$ cat src/rtl/universal_register_pkg.sv
// Mode encodings and widths shared by the universal register and its bench.
package universal_register_pkg;

  localparam int unsigned MODE_W = 3;

  localparam logic [MODE_W-1:0] MODE_HOLD = 3'b000;
  localparam logic [MODE_W-1:0] MODE_LOAD = 3'b001;
  localparam logic [MODE_W-1:0] MODE_SHL  = 3'b010;
  localparam logic [MODE_W-1:0] MODE_SHR  = 3'b011;
  localparam logic [MODE_W-1:0] MODE_ROTL = 3'b100;
  localparam logic [MODE_W-1:0] MODE_ROTR = 3'b101;
  localparam logic [MODE_W-1:0] MODE_INC  = 3'b110;
  localparam logic [MODE_W-1:0] MODE_DEC  = 3'b111;

endpackage

$ cat src/rtl/ur_dff_bank.sv
// WIDTH-bit flop bank with asynchronous active-low reset to RESET_VAL and a load enable.
module ur_dff_bank #(
  parameter int unsigned      WIDTH     = 8,
  parameter logic [WIDTH-1:0] RESET_VAL = '0
) (
  input  logic             clk,
  input  logic             rst_n,
  input  logic             load_i,
  input  logic [WIDTH-1:0] d_i,
  output logic [WIDTH-1:0] q_o
);

  logic [WIDTH-1:0] q_q;

  always_ff @(posedge clk or negedge rst_n) begin
    if (!rst_n) begin
      q_q <= RESET_VAL;
    end else if (load_i) begin
      q_q <= d_i;
    end
  end

  assign q_o = q_q;

endmodule

$ cat src/rtl/universal_register.sv
// Multi-mode N-bit working register: hold/load/shift/rotate/inc/dec with a registered carry flag.
// Optional synchronous clear port enabled by defining UNIVERSAL_REGISTER_SYNC_CLEAR_EN.
module universal_register
  import universal_register_pkg::*;
#(
  parameter int unsigned WIDTH     = 8,
  parameter logic [63:0] RESET_VAL = '0
) (
  input  logic              clk,
  input  logic              rst_n,
`ifdef UNIVERSAL_REGISTER_SYNC_CLEAR_EN
  input  logic              clr,
`endif
  input  logic              en,
  input  logic [MODE_W-1:0] mode,
  input  logic [WIDTH-1:0]  d,
  input  logic              sin_l,
  input  logic              sin_r,
  output logic [WIDTH-1:0]  q,
  output logic [WIDTH-1:0]  qbar,
  output logic              carry_out,
  output logic              zero
);

  localparam logic [WIDTH:0] One = {{WIDTH{1'b0}}, 1'b1};

  logic [WIDTH-1:0] q_q, q_d;
  logic             carry_q, carry_d;
  logic [WIDTH:0]   sum;
  logic             load;

  always_comb begin
    q_d     = q_q;
    carry_d = carry_q;
    sum     = '0;
    case (mode)
      MODE_LOAD: begin
        q_d     = d;
        carry_d = 1'b0;
      end
      MODE_SHL: begin
        q_d     = {q_q[WIDTH-2:0], sin_r};
        carry_d = q_q[WIDTH-1];
      end
      MODE_SHR: begin
        q_d     = {sin_l, q_q[WIDTH-1:1]};
        carry_d = q_q[0];
      end
      MODE_ROTL: begin
        q_d     = {q_q[WIDTH-2:0], q_q[WIDTH-1]};
        carry_d = q_q[WIDTH-1];
      end
      MODE_ROTR: begin
        q_d     = {q_q[0], q_q[WIDTH-1:1]};
        carry_d = q_q[0];
      end
      // Extra MSB of the W+1-bit result is the carry (inc) or borrow (dec).
      MODE_INC: begin
        sum     = {1'b0, q_q} + One;
        q_d     = sum[WIDTH-1:0];
        carry_d = sum[WIDTH];
      end
      MODE_DEC: begin
        sum     = {1'b0, q_q} - One;
        q_d     = sum[WIDTH-1:0];
        carry_d = sum[WIDTH];
      end
      default: ;
    endcase
`ifdef UNIVERSAL_REGISTER_SYNC_CLEAR_EN
    if (clr) begin
      q_d     = '0;
      carry_d = 1'b0;
    end
`endif
  end

`ifdef UNIVERSAL_REGISTER_SYNC_CLEAR_EN
  assign load = en | clr;
`else
  assign load = en;
`endif

  ur_dff_bank #(
    .WIDTH     (WIDTH),
    .RESET_VAL (RESET_VAL[WIDTH-1:0])
  ) u_bank (
    .clk    (clk),
    .rst_n  (rst_n),
    .load_i (load),
    .d_i    (q_d),
    .q_o    (q_q)
  );

  always_ff @(posedge clk or negedge rst_n) begin
    if (!rst_n) begin
      carry_q <= 1'b0;
    end else if (load) begin
      carry_q <= carry_d;
    end
  end

  assign q         = q_q;
  assign qbar      = ~q_q;
  assign carry_out = carry_q;
  assign zero      = (q_q == '0);

endmodule

$ cat config.mk
export PLATFORM = sky130hd
export DESIGN_NAME = universal_register
export DESIGN_NICKNAME = d
export VERILOG_FILES = /design/src/rtl/universal_register_pkg.sv /design/src/rtl/ur_dff_bank.sv /design/src/rtl/universal_register.sv
export SDC_FILE = /design/constraint.sdc
export NUM_CORES = 1
export LEC_CHECK = 0
export ABC_AREA = 1
export BUFFER_PORTS_ARGS = -buffer_cell sky130_fd_sc_hd__buf_2
export CAP_MARGIN = 20
export CORE_MARGIN = 4
export CORE_UTILIZATION = 53
export CTS_BUF_LIST = sky130_fd_sc_hd__clkbuf_8
export CTS_CLUSTER_DIAMETER = 150
export CTS_CLUSTER_SIZE = 8
export DETAILED_ROUTE_END_ITERATION = 10
export PLACE_DENSITY_LB_ADDON = 0.15
export SLEW_MARGIN = 20
export SYNTH_ARGS = -nofsm -noshare
export SYNTH_HDL_FRONTEND = slang
export SYNTH_SLANG_ARGS = --single-unit
$ cat constraint.sdc
create_clock -name clk -period 2 [get_ports clk]
set_input_delay 0.3 -clock clk [delete_from_list [all_inputs] [get_ports clk]]
set_output_delay 0.3 -clock clk [all_outputs]
set_load 0.01 [all_outputs]
==> impl_metrics.tcl, run 1 <==
set metrics [dict create \
    grt_pass1_vias 1241 \
    synth_top_area_share_pct 21.5 \
    crit_path_end "zero" \
    status "completed" \
    synth_nets 217 \
    die_y_um 54.7 \
    yosysSeqAreaShare_pct 19.5 \
    die_x_um 54.7 \
    gr-total-overflow 0 \
    crit_slowest_cell "dfrtp_1" \
    ioPinCount 34 \
    place.gp.congestion 1.01 \
    vdd_ir_drop_max_uv 482 \
    synth_top_cells_by_area "nand2_1, dfrtp_1, nand3_1" \
    clock_path_buffers 2 \
    hpwl_um 2660 \
    syn_inst 199 \
    required_ns 1.70 \
    rr_worst_depth 7 \
    slew_headroom_pct 71.2 \
    worstSkewPairLatency_ns 0.24 \
    finClkSkew_ns 0.00419 \
    drc 0 \
    crit_start "u_bank.q_o[1]$_DFFE_PN0P_" \
    synth_area_per_cell_sq_um 5.80 \
    p_per_area_nw_per_um2 863 \
    crit_fanout 9 \
    coreArea_sq_um 2020 \
    period_share_pct 96.9 \
    clk_pin_slew_ns 0.05 \
    layout-drive-gt1-share_pct 24.5 \
    routed_via_density 5.57 \
    maxCapViolCount 0 \
    rrSetupSlack_ns 0.46 \
    rr_endpoint "u_bank.q_o[2]$_DFFE_PN0P_" \
    numCtsBuffers 3 \
    critical_path_class "reg2out" \
    tightest_slew_ns 0.432 \
    cpPeakStageDelay_ns 0.48 \
    wirelength_um 3510 \
    syn_area_sq_um 1150 \
    yosysUniqueCellTypes 23 \
    fmax_mhz 516 \
    cp-start-kind "flip-flop" \
    yosysTopAreaCell "nand2_1" \
    final_nets 248 \
    r2r_start "u_bank.q_o[0]$_DFFE_PN0P_" \
    portBuffers 33 \
    final_area_sq_um 1340 \
    diodes 0 \
    grt_max_degree 16 \
    holdCritPathClass "in2reg" \
    grt_pass1_wl_um 5580 \
    fill_cells 201 \
    tns_ns 0 \
    rows 16 \
    htreeDepth 1 \
    grt_usage_pct 25.9 \
    layout_common_cells "nand2_1, buf_2, nand3_1" \
    route.vias.total 1425 \
    detail_route.wl_per_cell_um 13.7 \
    slew_violations 0 \
    clock-sinks 9 \
    crit_buf_inv 2 \
    final_common_cell "nand2_1" \
    area_growth_syn_to_layout_pct 15.9 \
    yosysWarnings 0 \
    path_depth 5 \
    power_leakage_uw 0.000716 \
    ys_seq_elements 9 \
    placed_area_sq_um 1280 \
    initial_core_util_pct 57.1 \
    period_needed_ns 1.94 \
    critPathTopFamily "flip-flops" \
    end_kind "output port" \
    rsz0062_at_grt "no" \
    crit_chain "inv_1 -> ha_2 -> nand2_1 -> nor4_1 -> buf_2" \
    drt_iter0_markers 54 \
    ant_nets 0 \
    die-area_sq_um 2990 \
    fin_util_pct 66.2 \
    hold_viol 0 \
    cts_root_buf "clkbuf_8" \
    setup_violations 0 \
    cts_tree "built" \
    drt_pass1_iterations 4 \
    antenna_found_initial 0 \
    cp.arrival_ns 1.64 \
]
==> worst min-delay path, stage by stage <==
cell and delay, ns:
buf_2 0.10, o21ai_1 0.07, nand2_1 0.05
==> final cells by class <==
class	instances	area, sq um	area share (%)
multi-input combinational	160	773	57.8
inverter	21	78.8	5.89
clock buffer	3	41.3	3.08
timing repair buffer	35	183	13.6
sequential	9	225	16.8
tap	27	33.8	2.52
clock inverter	1	3.75	0.280
==> registers in the layout (all words and copies together), names as in the netlist <==
name,flops
u_bank.q_o,8
carry_out,1
==> timing repair <==
item                                   CTS  global route
setup buffers                            0             0
endpoints found under the hold margin    9             0
resized for setup                        0             1
hold buffers                             1             0
setup endpoints to repair                0             1
==> logic make-up (layout without fill, tap and decap cells) <==
family / after synthesis / count (layout) / share of synthesized area [%]
simple gates: 141 / 141 / 57.2
flops: 9 / 9 / 19.5
fa+ha+maj: 2 / 2 / 2.17
buf+inv: 30 / 60 / 13.8
compound gates: 17 / 17 / 7.37
==> routing by layer <==
layer | global-route usage (%) | wire length [um] | vias up
met3 | 4.90 | 373 | 9
met2 | 41.5 | 1620 | 85
met4 | 9.13 | 68 | 0
met1 | 34.1 | 1450 | 625
li1 | - | - | 706
met5 | 0 | 0 | -
==> worst min-delay path by stage <==
| stage | start | endpoint | cells past startpoint |
|---|---|---|---|
| final | en | carry_out$_DFFE_PN0P_ | 3 |
| after CTS | en | carry_out$_DFFE_PN0P_ | 3 |
| after global routing | en | carry_out$_DFFE_PN0P_ | 3 |
| after global placement | rst_n | u_bank.q_o[2]$_DFFE_PN0P_ | 1 |
| after floorplan | rst_n | carry_out$_DFFE_PN0P_ | 0 |
| after detailed placement | rst_n | u_bank.q_o[2]$_DFFE_PN0P_ | 1 |
==> power by group <==
part / switching (uW) / internal (uW) / leakage, uW / total, uW
combinational: 382 / 223 / 0.000578 / 605
sequential: 111 / 225 / 0.000112 / 336
clock: 78.9 / 134 / 0.0000269 / 213
total: 573 / 582 / 0.000716 / 1150
==> cells in the mapped netlist, drive strengths merged <==
master  instances
a21oi           2
buf             9
dfrtp           9
ha              2
inv            21
nand2          71
nand3          29
nand3b          1
nand4          12
nor2           25
nor3            1
nor4            1
o21ai          15
or2             1
==> metrics by stage <==
step           hold WS, ns  total power, uW  setup WS, ns  instances
6_report             0.319             1150        0.0625        256
3_3_place_gp         0.172              909         0.382        251
5_1_grt              0.342             1250       0.00461        256
4_1_cts              0.315             1150        0.0247        256
2_1_floorplan      0.00441              756         0.187        199
3_5_place_dp         0.177              927         0.292        251
Note: power is estimated with default switching activity, not from simulation.
==> inputs of run 2 (changes only) <==
- GPL_TIMING_DRIVEN: not set -> 0
==> run 2 against run 1 <==
- routed wire length decreased by 0.66%
- via count increased by 2.3%
- non-clock buffer count increased by 6
- fmax increased by 1.6%
- sequential share of layout area decreased by 0.94 points
- clock skew decreased by 0.0024 ns
- worst hold slack got worse by 0.0063 ns
- worst setup slack improved by 0.030 ns
- design area increased by 5.9%
- combinational power increased by 20%
- sequential power decreased by 15%
- flip-flop and latch count unchanged
- critical path type unchanged
- critical endpoint unchanged
==> impl_metrics.tcl, run 2 (synthesis gave the netlist of run 1 again) <==
set metrics [dict create \
    clk_pin_slew_ns 0.05 \
    combPwrFrac_pct 58.8 \
    period_share_pct 95.4 \
    period_needed_ns 1.91 \
    rows 16 \
    gr-total-overflow 0 \
    final_common_cell "nand2_1" \
    die-area_sq_um 2990 \
    numCtsBuffers 3 \
    status "completed" \
    clock_path_buffers 2 \
    layout_common_cells "nand2_1, buf_2, nand3_1" \
    p_int_uw 634 \
    maxCapViolCount 0 \
    required_ns 1.70 \
    area_growth_syn_to_layout_pct 22.8 \
    clock-sinks 9 \
    place.gp.congestion 0.910 \
    worstSkewPairLatency_ns 0.24 \
    holdPathEnd "carry_out$_DFFE_PN0P_" \
    diodes 0 \
    htreeDepth 1 \
    switching_share_pct 48.8 \
    grt_pass1_vias 1345 \
    rr_worst_depth 8 \
    die_x_um 54.7 \
    post-cts-setup-buffer-count 0 \
    p_per_area_nw_per_um2 874 \
    routed_via_density 5.56 \
    die_y_um 54.7 \
    crit_fanout 10 \
    grt_pass1_wl_um 5760 \
    portBuffers 31 \
    min-delay-start "en" \
    ioPinCount 34 \
    slew_headroom_pct 79.5 \
    slew_violations 0 \
    rr_endpoint "u_bank.q_o[2]$_DFFE_PN0P_" \
    switchingPower_uw 605 \
    hold_viol 0 \
    cp-start-kind "flip-flop" \
    grt_max_degree 11 \
    drt_iter0_markers 77 \
    critical_path_class "reg2out" \
    antenna_found_initial 0 \
    end_kind "output port" \
    grt_usage_pct 26.3 \
    finClkSkew_ns 0.00181 \
    hpwl_um 2710 \
    cts_tree "built" \
    fmax_mhz 524 \
    power_leakage_uw 0.000754 \
    detail_route.wl_per_cell_um 13.3 \
    r2r_start "u_bank.q_o[1]$_DFFE_PN0P_" \
    power_frac_seq_pct 23.1 \
    rrSetupSlack_ns 0.40 \
    drt_pass1_iterations 5 \
    wirelength_um 3480 \
    holdCritPathClass "in2reg" \
    ant_nets 0 \
    p_clk_share_pct 18.1 \
    drc 0 \
    cts_root_buf "clkbuf_8" \
    power.total_uw 1240 \
    coreArea_sq_um 2020 \
    vdd_ir_drop_max_uv 527 \
    cp.arrival_ns 1.61 \
    initial_core_util_pct 57.1 \
    tns_ns 0 \
    largest_register_ff_count 8 \
    layout-drive-gt1-share_pct 27.2 \
    whs_path_depth 3 \
    final_nets 254 \
    rsz0062_at_grt "no" \
    setup_violations 0 \
    tightest_slew_ns 0.307 \
    route.vias.total 1458 \
]
-- run 2: changes by cell type in the layout (fill, tap and decap cells not counted), sizes merged --
cell / before / now
buf: 34 / 40
-- run 2: how the worst max path moves through the flow --
| stage | cells past startpoint | start | slack [ns] | end |
|---|---|---|---|---|
| 4_1_cts | 6 | u_bank.q_o[0]$_DFFE_PN0P_ | 0.06 | zero |
| 2_1_floorplan | 5 | u_bank.q_o[0]$_DFFE_PN0P_ | 0.19 | zero |
| 6_report | 6 | u_bank.q_o[0]$_DFFE_PN0P_ | 0.09 | zero |
| 3_3_place_gp | 6 | u_bank.q_o[0]$_DFFE_PN0P_ | 0.19 | zero |
| 5_1_grt | 6 | u_bank.q_o[0]$_DFFE_PN0P_ | 0.008 | zero |
| 3_5_place_dp | 6 | u_bank.q_o[0]$_DFFE_PN0P_ | 0.16 | zero |
-- run 2: area by class of cell --
cell class	count	area, sq um
Inverter	21	78.8
Timing Repair Buffer	32	165
Fill cell	192	604
Buffer	9	80.1
Clock buffer	3	41.3
Tap cell	27	33.8
Clock inverter	1	3.75
Multi-Input combinational cell	160	790
Sequential cell	9	225
-- run 2: stage by stage --
step	setup WS (ns)	instance area, sq um	hold WS [ns]	std cells	util [%]
4_1_cts	0.0632	1410	0.311	262	69.8
2_1_floorplan	0.187	1150	0.00441	199	-
3_5_place_dp	0.157	1340	0.175	257	66.5
6_report	0.0927	1420	0.313	262	70.1
5_1_grt	0.00832	1420	0.320	262	70.1
3_3_place_gp	0.195	1340	0.169	257	66.5
-- run 2: power groups by stage --
stage / combinational (uW) / clock [uW] / sequential (uW)
after CTS: 716 / 223 / 285
after global routing: 815 / 229 / 293
after global placement: 665 / 0 / 285
final: 729 / 224 / 286
after detailed placement: 685 / 0 / 289
after floorplan: 458 / 0 / 298
-- run 2: routing by layer --
metal / up-vias / track usage [%] / part of all wire (%) / wire (um)
li1: 721 / - / - / -
met1: 642 / 34.2 / 41 / 1420
met2: 88 / 45.3 / 47 / 1650
met3: 7 / 3.00 / 10 / 360
met4: 0 / 7.47 / 1.5 / 53
met5: - / 0 / 0 / 0
-- run 2: critical path, stage by stage, from the launching register on --
cell	delay (ns)
dfrtp_1	0.40
buf_4	0.18
inv_2	0.11
ha_4	0.18
nand2_1	0.08
nor4_2	0.24
buf_2	0.17
-- run 2: repair_timing --
action,CTS,global route
endpoints found under the setup margin,1,1
hold endpoints to repair,9,0
pin swaps,0,0
resized for setup,3,1
hold buffers,1,0
